`config.mk`:
```
export PLATFORM = sky130hd
export DESIGN_NAME = axi_lite_master_flat
export DESIGN_NICKNAME = d
export VERILOG_FILES = /design/src/rtl/axi_lite_master_if.sv /design/src/rtl/axi_lite_master.sv /design/src/flat_wrapper.sv
export SDC_FILE = /design/constraint.sdc
export NUM_CORES = 1
export LEC_CHECK = 0
export BUFFER_PORTS_ARGS = -buffer_cell sky130_fd_sc_hd__buf_2
export CORE_ASPECT_RATIO = 0.6
export CORE_UTILIZATION = 35
export DETAILED_ROUTE_END_ITERATION = 16
export PLACE_DENSITY = 0.67
export SLEW_MARGIN = 20
export SYNTH_ARGS = -nofsm -noshare
export SYNTH_HDL_FRONTEND = slang
export SYNTH_SLANG_ARGS = --single-unit
```
`constraint.sdc`:
```
create_clock -name ap_clk -period 1.4 [get_ports ap_clk]
set_input_delay 0.21 -clock ap_clk [delete_from_list [all_inputs] [get_ports ap_clk]]
set_output_delay 0.21 -clock ap_clk [all_outputs]
set_load 0.005 [all_outputs]
```
`src/rtl/axi_lite_master_if.sv`:
```
// -----------------------------------------------------------------------------
// axi_lite_master_if
// AXI4-Lite bus bundle between the register-bus initiator and its slave.
//
// Parameters:
//   DATA_WIDTH  data bus width (32)
//   ADDR_WIDTH  address bus width
//
// Signals (direction as seen by the master modport):
//   awaddr/awvalid out, awready in        write address channel
//   wdata/wstrb/wvalid out, wready in     write data channel
//   bresp/bvalid in, bready out           write response channel
//   araddr/arvalid out, arready in        read address channel
//   rdata/rresp/rvalid in, rready out     read data channel
// -----------------------------------------------------------------------------
interface axi_lite_master_if #(
   parameter int DATA_WIDTH = 32,
   parameter int ADDR_WIDTH = 32
);
   logic [ADDR_WIDTH-1:0]     awaddr;
   logic                      awvalid;
   logic                      awready;
   logic [DATA_WIDTH-1:0]     wdata;
   logic [DATA_WIDTH/8-1:0]   wstrb;
   logic                      wvalid;
   logic                      wready;
   logic [1:0]                bresp;
   logic                      bvalid;
   logic                      bready;
   logic [ADDR_WIDTH-1:0]     araddr;
   logic                      arvalid;
   logic                      arready;
   logic [DATA_WIDTH-1:0]     rdata;
   logic [1:0]                rresp;
   logic                      rvalid;
   logic                      rready;

   modport master (
      output awaddr, awvalid, input awready,
      output wdata, wstrb, wvalid, input wready,
      input bresp, bvalid, output bready,
      output araddr, arvalid, input arready,
      input rdata, rresp, rvalid, output rready
   );

   modport slave (
      input awaddr, awvalid, output awready,
      input wdata, wstrb, wvalid, output wready,
      output bresp, bvalid, input bready,
      input araddr, arvalid, output arready,
      output rdata, rresp, rvalid, input rready
   );
endinterface

```
`src/rtl/axi_lite_master.sv`:
```
// -----------------------------------------------------------------------------
// axi_lite_master
// Single-outstanding AXI4-Lite initiator. Each accepted command becomes one
// AXI-Lite write or read; each command yields exactly one response on the
// rsp_* valid/ready port. Every output is driven straight from a register.
//
// Ports:
//   ap_clk, ap_rst_n              clock, asynchronous active-low reset
//   cmd_valid/cmd_ready           command handshake
//   cmd_write/addr/wdata/wstrb    command payload (1 = write)
//   rsp_valid/rsp_ready           response handshake
//   rsp_rdata/rsp_resp/rsp_write  response payload (rdata is 0 for writes)
//   m_axi                         AXI-Lite bus (axi_lite_master_if.master)
//   timeout_err                   sticky watchdog flag
//
// Optional feature: define AXIL_MASTER_TIMEOUT_EN to build the watchdog that
// sets timeout_err after TIMEOUT_CYCLES cycles waiting on the slave. Without
// it timeout_err is tied to 0.
// -----------------------------------------------------------------------------
module axi_lite_master #(
   parameter int DATA_WIDTH     = 32,
   parameter int ADDR_WIDTH     = 32,
   parameter int TIMEOUT_CYCLES = 1024
) (
   input  logic                    ap_clk,
   input  logic                    ap_rst_n,
   input  logic                    cmd_valid,
   output logic                    cmd_ready,
   input  logic                    cmd_write,
   input  logic [ADDR_WIDTH-1:0]   cmd_addr,
   input  logic [DATA_WIDTH-1:0]   cmd_wdata,
   input  logic [DATA_WIDTH/8-1:0] cmd_wstrb,
   output logic                    rsp_valid,
   input  logic                    rsp_ready,
   output logic [DATA_WIDTH-1:0]   rsp_rdata,
   output logic [1:0]              rsp_resp,
   output logic                    rsp_write,
   axi_lite_master_if.master       m_axi,
   output logic                    timeout_err
);
   typedef enum logic [2:0] {IDLE, WR_REQ, WR_RESP, RD_REQ, RD_DATA, RSP} state_t;

   state_t                  state_reg, state_next;
   logic                    cmd_ready_reg, cmd_ready_next;
   logic [ADDR_WIDTH-1:0]   addr_reg, addr_next;
   logic [DATA_WIDTH-1:0]   wdata_reg, wdata_next;
   logic [DATA_WIDTH/8-1:0] wstrb_reg, wstrb_next;
   logic                    write_reg, write_next;
   logic                    awvalid_reg, awvalid_next;
   logic                    wvalid_reg, wvalid_next;
   logic                    bready_reg, bready_next;
   logic                    arvalid_reg, arvalid_next;
   logic                    rready_reg, rready_next;
   logic                    aw_done_reg, aw_done_next;
   logic                    w_done_reg, w_done_next;
   logic                    rsp_valid_reg, rsp_valid_next;
   logic [DATA_WIDTH-1:0]   rsp_rdata_reg, rsp_rdata_next;
   logic [1:0]              rsp_resp_reg, rsp_resp_next;
   logic                    rsp_write_reg, rsp_write_next;
   logic                    aw_hs, w_hs;

   assign aw_hs = awvalid_reg && m_axi.awready;
   assign w_hs  = wvalid_reg && m_axi.wready;

   always_ff @(posedge ap_clk or negedge ap_rst_n) begin
      if (!ap_rst_n) begin
         state_reg     <= IDLE;
         cmd_ready_reg <= 1'b0;
         addr_reg      <= '0;
         wdata_reg     <= '0;
         wstrb_reg     <= '0;
         write_reg     <= 1'b0;
         awvalid_reg   <= 1'b0;
         wvalid_reg    <= 1'b0;
         bready_reg    <= 1'b0;
         arvalid_reg   <= 1'b0;
         rready_reg    <= 1'b0;
         aw_done_reg   <= 1'b0;
         w_done_reg    <= 1'b0;
         rsp_valid_reg <= 1'b0;
         rsp_rdata_reg <= '0;
         rsp_resp_reg  <= 2'b00;
         rsp_write_reg <= 1'b0;
      end else begin
         state_reg     <= state_next;
         cmd_ready_reg <= cmd_ready_next;
         addr_reg      <= addr_next;
         wdata_reg     <= wdata_next;
         wstrb_reg     <= wstrb_next;
         write_reg     <= write_next;
         awvalid_reg   <= awvalid_next;
         wvalid_reg    <= wvalid_next;
         bready_reg    <= bready_next;
         arvalid_reg   <= arvalid_next;
         rready_reg    <= rready_next;
         aw_done_reg   <= aw_done_next;
         w_done_reg    <= w_done_next;
         rsp_valid_reg <= rsp_valid_next;
         rsp_rdata_reg <= rsp_rdata_next;
         rsp_resp_reg  <= rsp_resp_next;
         rsp_write_reg <= rsp_write_next;
      end
   end

   // Next-state logic also computes the next value of every registered output,
   // so outputs change on the same edge as the state they belong to.
   always_comb begin
      state_next     = state_reg;
      cmd_ready_next = cmd_ready_reg;
      addr_next      = addr_reg;
      wdata_next     = wdata_reg;
      wstrb_next     = wstrb_reg;
      write_next     = write_reg;
      awvalid_next   = awvalid_reg;
      wvalid_next    = wvalid_reg;
      bready_next    = bready_reg;
      arvalid_next   = arvalid_reg;
      rready_next    = rready_reg;
      aw_done_next   = aw_done_reg;
      w_done_next    = w_done_reg;
      rsp_valid_next = rsp_valid_reg;
      rsp_rdata_next = rsp_rdata_reg;
      rsp_resp_next  = rsp_resp_reg;
      rsp_write_next = rsp_write_reg;
      unique case (state_reg)
         IDLE: begin
            if (cmd_valid && cmd_ready_reg) begin
               addr_next      = cmd_addr;
               wdata_next     = cmd_wdata;
               wstrb_next     = cmd_wstrb;
               write_next     = cmd_write;
               cmd_ready_next = 1'b0;
               aw_done_next   = 1'b0;
               w_done_next    = 1'b0;
               if (cmd_write) begin
                  awvalid_next = 1'b1;
                  wvalid_next  = 1'b1;
                  state_next   = WR_REQ;
               end else begin
                  arvalid_next = 1'b1;
                  state_next   = RD_REQ;
               end
            end else begin
               // Raises cmd_ready on the first edge after reset release.
               cmd_ready_next = 1'b1;
            end
         end
         WR_REQ: begin
            if (aw_hs) begin
               awvalid_next = 1'b0;
               aw_done_next = 1'b1;
            end
            if (w_hs) begin
               wvalid_next = 1'b0;
               w_done_next = 1'b1;
            end
            // Handshakes completing this cycle count as done, so a joint
            // AW/W handshake moves on without an extra cycle.
            if ((aw_done_reg || aw_hs) && (w_done_reg || w_hs)) begin
               bready_next = 1'b1;
               state_next  = WR_RESP;
            end
         end
         WR_RESP: begin
            if (m_axi.bvalid) begin
               bready_next    = 1'b0;
               rsp_valid_next = 1'b1;
               rsp_resp_next  = m_axi.bresp;
               rsp_rdata_next = '0;
               rsp_write_next = write_reg;
               state_next     = RSP;
            end
         end
         RD_REQ: begin
            if (m_axi.arready) begin
               arvalid_next = 1'b0;
               rready_next  = 1'b1;
               state_next   = RD_DATA;
            end
         end
         RD_DATA: begin
            if (m_axi.rvalid) begin
               rready_next    = 1'b0;
               rsp_valid_next = 1'b1;
               rsp_resp_next  = m_axi.rresp;
               rsp_rdata_next = m_axi.rdata;
               rsp_write_next = write_reg;
               state_next     = RSP;
            end
         end
         RSP: begin
            if (rsp_ready) begin
               rsp_valid_next = 1'b0;
               cmd_ready_next = 1'b1;
               state_next     = IDLE;
            end
         end
         default: state_next = IDLE;
      endcase
   end

   assign cmd_ready     = cmd_ready_reg;
   assign rsp_valid     = rsp_valid_reg;
   assign rsp_rdata     = rsp_rdata_reg;
   assign rsp_resp      = rsp_resp_reg;
   assign rsp_write     = rsp_write_reg;
   assign m_axi.awaddr  = addr_reg;
   assign m_axi.awvalid = awvalid_reg;
   assign m_axi.wdata   = wdata_reg;
   assign m_axi.wstrb   = wstrb_reg;
   assign m_axi.wvalid  = wvalid_reg;
   assign m_axi.bready  = bready_reg;
   assign m_axi.araddr  = addr_reg;
   assign m_axi.arvalid = arvalid_reg;
   assign m_axi.rready  = rready_reg;

`ifdef AXIL_MASTER_TIMEOUT_EN
   localparam logic [15:0] TIMEOUT_LIMIT = 16'(TIMEOUT_CYCLES);

   logic [15:0] wd_cnt_reg;
   logic        timeout_err_reg;
   logic        waiting;

   assign waiting = (state_reg == WR_REQ) || (state_reg == WR_RESP) ||
                    (state_reg == RD_REQ) || (state_reg == RD_DATA);

   // Flag is set on the edge the count reaches the limit, i.e. visible right
   // after TIMEOUT_CYCLES cycles spent waiting. The count saturates.
   always_ff @(posedge ap_clk or negedge ap_rst_n) begin
      if (!ap_rst_n) begin
         wd_cnt_reg      <= 16'd0;
         timeout_err_reg <= 1'b0;
      end else if (state_reg == IDLE && state_next != IDLE) begin
         wd_cnt_reg <= 16'd0;
      end else if (waiting) begin
         if (wd_cnt_reg != 16'hFFFF) begin
            wd_cnt_reg <= wd_cnt_reg + 16'd1;
         end
         if (wd_cnt_reg + 16'd1 == TIMEOUT_LIMIT) begin
            timeout_err_reg <= 1'b1;
         end
      end
   end

   assign timeout_err = timeout_err_reg;
`else
   assign timeout_err = 1'b0;
`endif
endmodule

```
`src/flat_wrapper.sv`:
```
// flat-port wrapper written by rule: the top's interface ports become plain ports
module axi_lite_master_flat 
#(
   parameter int DATA_WIDTH     = 32,
   parameter int ADDR_WIDTH     = 32,
   parameter int TIMEOUT_CYCLES = 1024
)
  (ap_clk, ap_rst_n, cmd_valid, cmd_ready, cmd_write, cmd_addr, cmd_wdata, cmd_wstrb, rsp_valid, rsp_ready, rsp_rdata, rsp_resp, rsp_write, timeout_err, m_axi_awaddr, m_axi_awvalid, m_axi_awready, m_axi_wdata, m_axi_wstrb, m_axi_wvalid, m_axi_wready, m_axi_bresp, m_axi_bvalid, m_axi_bready, m_axi_araddr, m_axi_arvalid, m_axi_arready, m_axi_rdata, m_axi_rresp, m_axi_rvalid, m_axi_rready);
  axi_lite_master_if #(.DATA_WIDTH(DATA_WIDTH), .ADDR_WIDTH(ADDR_WIDTH)) m_axi_i ();
  input  logic ap_clk;
  input  logic ap_rst_n;
  input  logic cmd_valid;
  output logic cmd_ready;
  input  logic cmd_write;
  input  logic [ADDR_WIDTH-1:0] cmd_addr;
  input  logic [DATA_WIDTH-1:0] cmd_wdata;
  input  logic [DATA_WIDTH/8-1:0] cmd_wstrb;
  output logic rsp_valid;
  input  logic rsp_ready;
  output logic [DATA_WIDTH-1:0] rsp_rdata;
  output logic [1:0] rsp_resp;
  output logic rsp_write;
  output logic timeout_err;
  output wire logic [$bits(m_axi_i.awaddr)-1:0] m_axi_awaddr;
  output wire logic [$bits(m_axi_i.awvalid)-1:0] m_axi_awvalid;
  input wire logic [$bits(m_axi_i.awready)-1:0] m_axi_awready;
  output wire logic [$bits(m_axi_i.wdata)-1:0] m_axi_wdata;
  output wire logic [$bits(m_axi_i.wstrb)-1:0] m_axi_wstrb;
  output wire logic [$bits(m_axi_i.wvalid)-1:0] m_axi_wvalid;
  input wire logic [$bits(m_axi_i.wready)-1:0] m_axi_wready;
  input wire logic [$bits(m_axi_i.bresp)-1:0] m_axi_bresp;
  input wire logic [$bits(m_axi_i.bvalid)-1:0] m_axi_bvalid;
  output wire logic [$bits(m_axi_i.bready)-1:0] m_axi_bready;
  output wire logic [$bits(m_axi_i.araddr)-1:0] m_axi_araddr;
  output wire logic [$bits(m_axi_i.arvalid)-1:0] m_axi_arvalid;
  input wire logic [$bits(m_axi_i.arready)-1:0] m_axi_arready;
  input wire logic [$bits(m_axi_i.rdata)-1:0] m_axi_rdata;
  input wire logic [$bits(m_axi_i.rresp)-1:0] m_axi_rresp;
  input wire logic [$bits(m_axi_i.rvalid)-1:0] m_axi_rvalid;
  output wire logic [$bits(m_axi_i.rready)-1:0] m_axi_rready;
  assign m_axi_awaddr = m_axi_i.awaddr;
  assign m_axi_awvalid = m_axi_i.awvalid;
  assign m_axi_i.awready = m_axi_awready;
  assign m_axi_wdata = m_axi_i.wdata;
  assign m_axi_wstrb = m_axi_i.wstrb;
  assign m_axi_wvalid = m_axi_i.wvalid;
  assign m_axi_i.wready = m_axi_wready;
  assign m_axi_i.bresp = m_axi_bresp;
  assign m_axi_i.bvalid = m_axi_bvalid;
  assign m_axi_bready = m_axi_i.bready;
  assign m_axi_araddr = m_axi_i.araddr;
  assign m_axi_arvalid = m_axi_i.arvalid;
  assign m_axi_i.arready = m_axi_arready;
  assign m_axi_i.rdata = m_axi_rdata;
  assign m_axi_i.rresp = m_axi_rresp;
  assign m_axi_i.rvalid = m_axi_rvalid;
  assign m_axi_rready = m_axi_i.rready;
  axi_lite_master #(.DATA_WIDTH(DATA_WIDTH), .ADDR_WIDTH(ADDR_WIDTH), .TIMEOUT_CYCLES(TIMEOUT_CYCLES)) u_core (.ap_clk(ap_clk), .ap_rst_n(ap_rst_n), .cmd_valid(cmd_valid), .cmd_ready(cmd_ready), .cmd_write(cmd_write), .cmd_addr(cmd_addr), .cmd_wdata(cmd_wdata), .cmd_wstrb(cmd_wstrb), .rsp_valid(rsp_valid), .rsp_ready(rsp_ready), .rsp_rdata(rsp_rdata), .rsp_resp(rsp_resp), .rsp_write(rsp_write), .m_axi(m_axi_i), .timeout_err(timeout_err));
endmodule
```
==> results by group, run 1 <==
Pwr
  • Fraction of power consumed by the clock network: 24.6%
  • Net switching power: 4.85 mW
  • Sequential Power Share: 36.2%
  • Pwr dens: 2220 mW/mm^2
  • Proportion of total power due to net switching: 29.9%
  • Combinational Power Share: 39.1%
  • Worst IR Drop VDD: 0.670 mV
  • Static leakage: 3.78 nW
  • Int Power: 11.4 mW

Finish
  • Signed area change from the synthesized netlist to the final layout: 46.4%
  • Count of placed standard cells in the final layout, fillers left out: 798
  • Layout cell share with drive strength beyond 1: 66.3%
  • Antenna diode count: 0
  • Number of nets in the finished design: 707

STA
  • Fmax: 630 MHz
  • Worst slack on hold paths: 0.0187 ns
  • Share of the clock period used by the worst path: 113%
  • Max-slew violations: 0
  • Unrepaired setup endpoints after global routing: true
  • Fin Clk Skew: 0.0121 ns
  • Worst setup margin: -0.186 ns
  • Post-route minimum period: 1.59 ns
  • Setup-violating endpoint count in the final report: 107
  • Final count of hold timing violations: 0

Detailed routing
  • Routed vias: 3671
  • Count of TritonRoute iterations in the first routing pass: 4
  • Count of nets left with antenna violations after detail routing: 0
  • Drt initial violations: 125
  • Via-per-instance ratio: 4.60
  • Routed wire length per instance: 16.7 um
  • Overall routed net length: 13300 um
  • Number of design rule violations left after detail routing: 0

Worst setup path
  • WP data arrival: 1.87 ns
  • Reg-to-reg setup timing slack: -0.19 ns
  • Required time at the endpoint of the critical path: 1.69 ns
  • Maximum fanout encountered on the critical timing path: 5
  • CP startpoint kind: flop
  • Setup crit end kind: flop
  • Category of the most critical setup path: flop to flop

CTS
  • Clock tree from TritonCTS: built
  • Root Buffer: sky130_fd_sc_hd__clkbuf_16
  • Buffers from clock root to sink, at most: 2
  • TritonCTS Buffers: 17
  • Clock H-tree levels: 4
  • Clock insertion delay at the later pin of the skew report: 0.41 ns
  • Sinks on Clock Net: 116
  • Clock slew at reported path FFs: 0.06 ns

GRT
  • Largest net degree at the start of global routing: 37
  • Via count of the first global-routing pass: 3624
  • All-layer global routing usage: 18.0%
  • GRT Residual Overflow: 0
  • Met1 demand-to-capacity share in global routing: 23.1%
  • Global-route wire length before repair: 19800 um
  • Global-route track usage on met2: 28.9%
  • Initial antenna violation count: 1
  • Met3 track demand over resource in global routing: 5.60%
  • Global-route layer with the greatest usage: met2

Logic synthesis
  • Instance count of the mapped netlist: 331
  • Number of warnings issued by yosys: 0
  • Leading register cell type out of synthesis: sky130_fd_sc_hd__dfrtp_1
  • Combinational family with the most area after synthesis: multiplexers
  • Synth Area in Simple Gates: 3.33%
  • Share of synthesized area spent on multiplexers: 21.2%
  • Flops & latches, synth: 116
  • Fraction of synthesis flops using an asynchronous set or reset pin: 100%
  • Mapped Area: 0.00499 sq mm
  • Post-Syn Nets: 445
  • Post-synthesis sequential area ratio: 58.1%
  • Compound-gate portion of the synthesized area: 9.27%
  • Number of enable-type register cells in the synthesized netlist: 0
  • Average cell area after synthesis: 15.1 sq um
  • Count of unique library cells instantiated by Yosys: 36
  • Synthesized-area fraction occupied by xor and xnor cells: 0%
  • Area share of fa/ha/maj cells after synthesis: 0%

Hold path
  • Type of the worst min-delay path: input port to flop

Status
  • Result of the run: finished, violations left
  • Failing checks: setup timing

Floorplan
  • Total Die Area: 0.0148 sq mm
  • Horizontal extent of the die: 156 um
  • Core area: 0.0138 sq mm
  • Floorplan die height: 94.5 um
  • Starting density of the core: 36.2%
  • Boundary pin count: 257
  • Row Count: 33

Flow run
  • Total of max-cap violations: 0

Place
  • Weighted congestion at the end of routability-driven global placement: 0.856
  • Total half-perimeter wirelength after legalization and detailed placement: 9510 um
  • Pre-CTS setup slack: -0.197 ns
  • Port Buf Inserts: 255
  • Placed cell count: 752
==> synth_stat cells, types with 3 or more instances <==
library cell / n / area share [%]
sky130_fd_sc_hd__buf_4: 33 / 5.0
sky130_fd_sc_hd__a21oi_1: 3 / 0.30
sky130_fd_sc_hd__nand2_1: 7 / 0.53
sky130_fd_sc_hd__inv_1: 3 / 0.23
sky130_fd_sc_hd__and3_1: 3 / 0.38
sky130_fd_sc_hd__buf_6: 8 / 1.8
sky130_fd_sc_hd__buf_2: 7 / 0.70
sky130_fd_sc_hd__mux2_1: 12 / 2.7
sky130_fd_sc_hd__nor2_1: 3 / 0.23
sky130_fd_sc_hd__a211oi_1: 3 / 0.45
sky130_fd_sc_hd__a31oi_1: 4 / 0.50
sky130_fd_sc_hd__a21o_1: 3 / 0.45
sky130_fd_sc_hd__nor3b_1: 3 / 0.45
sky130_fd_sc_hd__dfrtp_1: 116 / 58
sky130_fd_sc_hd__mux2_4: 60 / 18
sky130_fd_sc_hd__clkbuf_1: 4 / 0.30
sky130_fd_sc_hd__a22o_1: 34 / 6.0
==> power by group through the flow <==
stage	logic, mW	clock network (mW)	registers, mW
2_1_floorplan	3.52	0	5.95
3_3_place_gp	5.73	0	5.83
3_5_place_dp	5.85	0	5.90
4_1_cts	6.14	4.10	5.89
5_1_grt	6.90	4.27	6.08
6_report	6.35	4.00	5.89
==> timing repair <==
| action | 4_1_cts | 5_1_grt |
|---|---|---|
| pin swaps | 4 | 5 |
| hold endpoints to repair | 19 | 1 |
| endpoints found under the setup margin | 107 | 113 |
| hold buffers | 1 | 1 |
| cloned | 2 | 2 |
| setup buffers | 4 | 4 |
| gates resized for setup | 14 | 17 |
==> area by class of cell <==
type / instances / area [sq um]
inverters: 3 / 11.3
multi-input cells: 160 / 1790
clock buffers: 22 / 464
fillers: 1208 / 6480
clock inverters: 10 / 82.6
well taps: 192 / 240
repair buffers: 295 / 1820
flip-flops and latches: 116 / 2900
==> through the flow <==
stage	power (mW)	utilization, %	setup TNS, ns	instance area, sq um
2_1_floorplan	9.46	-	-7.77	5030
3_3_place_gp	11.6	46.7	-15.84	6440
3_5_place_dp	11.8	46.7	-16.54	6440
4_1_cts	16.1	51.9	-15.76	7150
5_1_grt	17.3	53.0	-22.26	7310
6_report	16.2	53.0	-15.08	7310
==> layout by cell type, fill, tap and decap left out, types with 2 or more instances in the layout <==
master / count
sky130_fd_sc_hd__clkbuf_16: 19
sky130_fd_sc_hd__buf_6: 4
sky130_fd_sc_hd__clkbuf_8: 2
sky130_fd_sc_hd__mux2_2: 2
sky130_fd_sc_hd__inv_1: 3
sky130_fd_sc_hd__a21o_1: 2
sky130_fd_sc_hd__buf_12: 9
sky130_fd_sc_hd__mux2_4: 66
sky130_fd_sc_hd__buf_4: 18
sky130_fd_sc_hd__nand2_1: 7
sky130_fd_sc_hd__a31oi_1: 4
sky130_fd_sc_hd__mux2_1: 6
sky130_fd_sc_hd__clkbuf_1: 3
sky130_fd_sc_hd__nor2_1: 3
sky130_fd_sc_hd__a211oi_1: 2
sky130_fd_sc_hd__nand3b_1: 2
sky130_fd_sc_hd__dlygate4sd3_1: 2
sky130_fd_sc_hd__nand3_1: 2
sky130_fd_sc_hd__buf_16: 2
sky130_fd_sc_hd__nor2b_1: 2
sky130_fd_sc_hd__and3_1: 2
sky130_fd_sc_hd__clkinv_2: 6
sky130_fd_sc_hd__dfrtp_1: 116
sky130_fd_sc_hd__o2bb2ai_1: 2
sky130_fd_sc_hd__buf_2: 254
sky130_fd_sc_hd__a22o_1: 34
sky130_fd_sc_hd__o21ai_0: 2
sky130_fd_sc_hd__buf_8: 4
sky130_fd_sc_hd__a21oi_2: 2
sky130_fd_sc_hd__clkinvlp_4: 3
sky130_fd_sc_hd__nor3b_1: 2
==> layer usage <==
| metal | part of all wire, % | vias up | wire length (um) |
|---|---|---|---|
| met5 | 0.098 | - | 13 |
| met4 | 0.72 | 2 | 96 |
| met3 | 6.1 | 9 | 818 |
| met2 | 48 | 131 | 6400 |
| met1 | 45 | 1837 | 5990 |
| li1 | - | 1692 | - |
==> path summary, 6_finish.rpt <==
check / start / cells past startpoint / end
setup / recovery: u_core.state_reg[2] / 5 / u_core.m_axi.araddr[18]
hold / removal: m_axi_rdata[24] / 2 / u_core.rsp_rdata[24]
setup reg to reg: u_core.state_reg[2] / 5 / u_core.m_axi.araddr[18]
hold reg to reg: u_core.m_axi.wdata[17] / 1 / u_core.m_axi.wdata[17]
max in group asynchronous: ap_rst_n / 3 / u_core.rsp_rdata[26]
min in group asynchronous: ap_rst_n / 2 / u_core.m_axi.wdata[12]
==> cells by family (layout without fill, tap and decap cells) <==
logic type             after synthesis  after routing
and+or+nand+nor                     28             28
buffers and inverters               55            330
muxes                               74             74
other                                1              1
AOI/OAI and AO/OA                   57             57
DFF                                116            116
==> worst max-delay path, cell delays in order (launching register included) <==
cell and delay (ns):
sky130_fd_sc_hd__dfrtp_1 0.44, sky130_fd_sc_hd__nor3_2 0.15, sky130_fd_sc_hd__and3_4 0.28, sky130_fd_sc_hd__buf_8 0.15
sky130_fd_sc_hd__clkbuf_16 0.15, sky130_fd_sc_hd__mux2_4 0.29
No activity file was read; power rests on OpenSTA's default activity.
==> run 2: changes to the inputs <==
- CORE_ASPECT_RATIO: 0.6 -> unset
==> run 2 against run 1 <==
Effect of this change: sequential power about the same; first-iteration DRC count up 29%; clock skew down 0.0020 ns; the flow still finishes with violations (setup timing); fmax down 3.2%; die area down 0.11%; largest power group unchanged.
==> results by group, run 2 (synthesis results as in run 1) <==
Floorplan
  • Boundary pin count: 257 (unchanged)
  • Core area: 0.0139 sq mm (was 0.0138 sq mm)
  • Total Die Area: 0.0147 sq mm (was 0.0148 sq mm)
  • Floorplan die height: 121 um (was 94.5 um)
  • Row Count: 43 (was 33)
  • Starting density of the core: 36.0% (was 36.2%)
  • Horizontal extent of the die: 121 um (was 156 um)

Finish
  • Fill cells: 1166 (was 1208)
  • Antenna diode count: 0 (unchanged)
  • Final Instance Area: 0.00751 sq mm (was 0.00731 sq mm)
  • Most common cell after layout, fill and taps aside: sky130_fd_sc_hd__buf_2 (unchanged)
  • Storage cell area: 0.00290 sq mm (about the same)
  • Area occupied by multi-input gates: 0.00182 sq mm (was 0.00179 sq mm)
  • Signed area change from the synthesized netlist to the final layout: 50.5% (was 46.4%)
  • Layout cell share with drive strength beyond 1: 64.7% (was 66.3%)
  • Number of nets in the finished design: 718 (was 707)
  • Most used cells in the layout excluding fill and tap cells: sky130_fd_sc_hd__buf_2 (254), sky130_fd_sc_hd__dfrtp_1 (115), sky130_fd_sc_hd__mux2_4 (65) (was sky130_fd_sc_hd__buf_2 (254), sky130_fd_sc_hd__dfrtp_1 (116), sky130_fd_sc_hd__mux2_4 (66))

GRT
  • Global-route wire length before repair: 18800 um (was 19800 um)
  • Via count of the first global-routing pass: 3720 (was 3624)
  • All-layer global routing usage: 16.6% (was 18.0%)
  • Initial antenna violation count: 0 (was 1)
  • Largest net degree at the start of global routing: 60 (was 37)
  • GRT Residual Overflow: 0 (unchanged)

Hold path
  • Worst-case hold path end point: u_core.rsp_rdata[10] (was u_core.rsp_rdata[24])
  • Launch point of the worst hold path: m_axi_rdata[10] (was m_axi_rdata[24])
  • Type of the worst min-delay path: input port to flop (unchanged)
  • Hold depth: 2 (unchanged)

CTS
  • Clock slew at reported path FFs: 0.05 ns (was 0.06 ns)
  • Clock insertion delay at the later pin of the skew report: 0.41 ns (about the same)
  • Clock H-tree levels: 4 (unchanged)
  • Clock tree from TritonCTS: built (unchanged)
  • TritonCTS Buffers: 17 (unchanged)
  • Buffers from clock root to sink, at most: 2 (unchanged)
  • Sinks on Clock Net: 116 (unchanged)
  • Root Buffer: sky130_fd_sc_hd__clkbuf_16 (unchanged)

Worst setup path
  • Number of cells traversed by the worst register-to-register path: 4 (was 5)
  • Start of the worst register-to-register path: u_core.state_reg[0] (was u_core.state_reg[2])
  • Maximum fanout encountered on the critical timing path: 12 (was 5)
  • WP data arrival: 1.93 ns (was 1.87 ns)
  • Category of the most critical setup path: flop to flop (unchanged)
  • Setup crit end kind: flop (unchanged)
  • Required time at the endpoint of the critical path: 1.69 ns (about the same)
  • CP startpoint kind: flop (unchanged)
  • Worst r2r dst: u_core.m_axi.wdata[3] (was u_core.m_axi.araddr[18])
  • Reg-to-reg setup timing slack: -0.24 ns (was -0.19 ns)

STA
  • Final count of hold timing violations: 0 (unchanged)
  • Worst setup margin: -0.239 ns (was -0.186 ns)
  • Post-route minimum period: 1.64 ns (was 1.59 ns)
  • Fmax: 610 MHz (was 630 MHz)
  • Max-slew violations: 0 (unchanged)
  • Fin Clk Skew: 0.0101 ns (was 0.0121 ns)
  • Setup-violating endpoint count in the final report: 106 (was 107)
  • Unrepaired setup endpoints after global routing: true (unchanged)
  • Share of the clock period used by the worst path: 117% (was 113%)

Detailed routing
  • Routed vias: 3796 (was 3671)
  • Number of design rule violations left after detail routing: 0 (unchanged)
  • Overall routed net length: 12900 um (was 13300 um)
  • Count of TritonRoute iterations in the first routing pass: 4 (unchanged)
  • Count of nets left with antenna violations after detail routing: 0 (unchanged)
  • Via-per-instance ratio: 4.76 (was 4.60)
  • Drt initial violations: 161 (was 125)
  • Routed wire length per instance: 16.2 um (was 16.7 um)

Pwr
  • Worst IR Drop VDD: 0.889 mV (was 0.670 mV)
  • Static leakage: 3.87 nW (was 3.78 nW)
  • Pwr dens: 2230 mW/mm^2 (was 2220 mW/mm^2)

Place
  • Post-placement cell area: 0.00635 sq mm (was 0.00644 sq mm)
  • Total half-perimeter wirelength after legalization and detailed placement: 8520 um (was 9510 um)
  • Pre-CTS setup slack: -0.191 ns (was -0.197 ns)
  • Port Buf Inserts: 255 (unchanged)
  • Weighted congestion at the end of routability-driven global placement: 0.805 (was 0.856)

Flow run
  • Total of max-cap violations: 0 (unchanged)

Status
  • Failing checks: setup timing (unchanged)
  • Result of the run: finished, violations left (unchanged)
run 2: cell count changes in the layout (fill, tap and decap cells not counted), moves of 2 or more:
cell | previous run | this run
sky130_fd_sc_hd__clkinvlp_4 | 3 | 1
sky130_fd_sc_hd__buf_6 | 4 | 10
sky130_fd_sc_hd__dlygate4sd3_1 | 2 | 19
sky130_fd_sc_hd__a21oi_2 | 2 | 0
sky130_fd_sc_hd__clkbuf_8 | 2 | 5
sky130_fd_sc_hd__clkinv_2 | 6 | 4
sky130_fd_sc_hd__bufinv_16 | 1 | 4
sky130_fd_sc_hd__buf_8 | 4 | 2
sky130_fd_sc_hd__buf_12 | 9 | 5
sky130_fd_sc_hd__buf_4 | 18 | 10
sky130_fd_sc_hd__clkbuf_1 | 3 | 1
sky130_fd_sc_hd__clkbuf_16 | 19 | 21
sky130_fd_sc_hd__mux2_1 | 6 | 8
run 2: critical path, cell delays in order, from the launching register on:
cell and delay, ns:
sky130_fd_sc_hd__dfrtp_1 0.40, sky130_fd_sc_hd__nor3_4 0.28, sky130_fd_sc_hd__and3_4 0.31, sky130_fd_sc_hd__clkbuf_16 0.21
sky130_fd_sc_hd__mux2_4 0.31
run 2: final cells by class:
cell class / instances / share of cell area (%)
clock buffers: 23 / 6.63
clock inverters: 9 / 1.97
inverters: 3 / 0.150
multi-input cells: 161 / 24.2
flip-flops and latches: 116 / 38.7
well taps: 180 / 3.00
repair buffers: 305 / 25.4
run 2: repair_timing:
item | CTS | global route
hold buffers | 19 | 0
endpoints found under the hold margin | 134 | 0
gates cloned | 1 | 5
resized for setup | 17 | 20
setup endpoints to repair | 107 | 113
pin swaps | 12 | 28
buffers inserted | 4 | 1
run 2: worst max-delay path by stage:
stage	from	to	slack, ns	cells past startpoint
6_report	u_core.state_reg[0]	u_core.m_axi.wdata[3]	-0.24	4
5_1_grt	u_core.state_reg[0]	u_core.m_axi.wdata[3]	-0.29	4
4_1_cts	u_core.state_reg[0]	u_core.m_axi.wdata[15]	-0.18	4
3_5_place_dp	u_core.state_reg[2]	u_core.rsp_rdata[21]	-0.19	5
3_3_place_gp	u_core.state_reg[0]	u_core.m_axi.araddr[10]	-0.16	4
2_1_floorplan	u_core.state_reg[1]	u_core.m_axi.wdata[14]	-0.12	5
run 2: where the power goes:
group | internal (mW) | leakage, nW | total [mW] | switching [mW]
Sequential | 4.90 | 1.42 | 5.90 | 0.997
Clock | 3.20 | 0.319 | 4.65 | 1.45
Combinational | 3.89 | 2.13 | 6.22 | 2.33
run 2: layer usage:
layer	global-route usage (%)	vias up	part of all wire, %
li1	-	1711	-
met1	19.9	1884	40
met2	27.2	179	51
met3	5.17	22	6.6
met4	7.02	0	2.0
met5	0	-	0
run 2: per-stage QoR:
stage,hold WS [ns],TNS [ns],instances,util [%],total power [mW]
after floorplan,-0.0856,-7.77,331,-,9.46
final,0.0232,-17.79,797,54.1,16.8
after detailed placement,0.238,-15.48,735,45.8,11.6
after global routing,0.0101,-23.69,797,54.1,17.7
after global placement,0.235,-14.80,735,45.8,11.4
after CTS,0.000111,-13.36,791,52.6,16.6
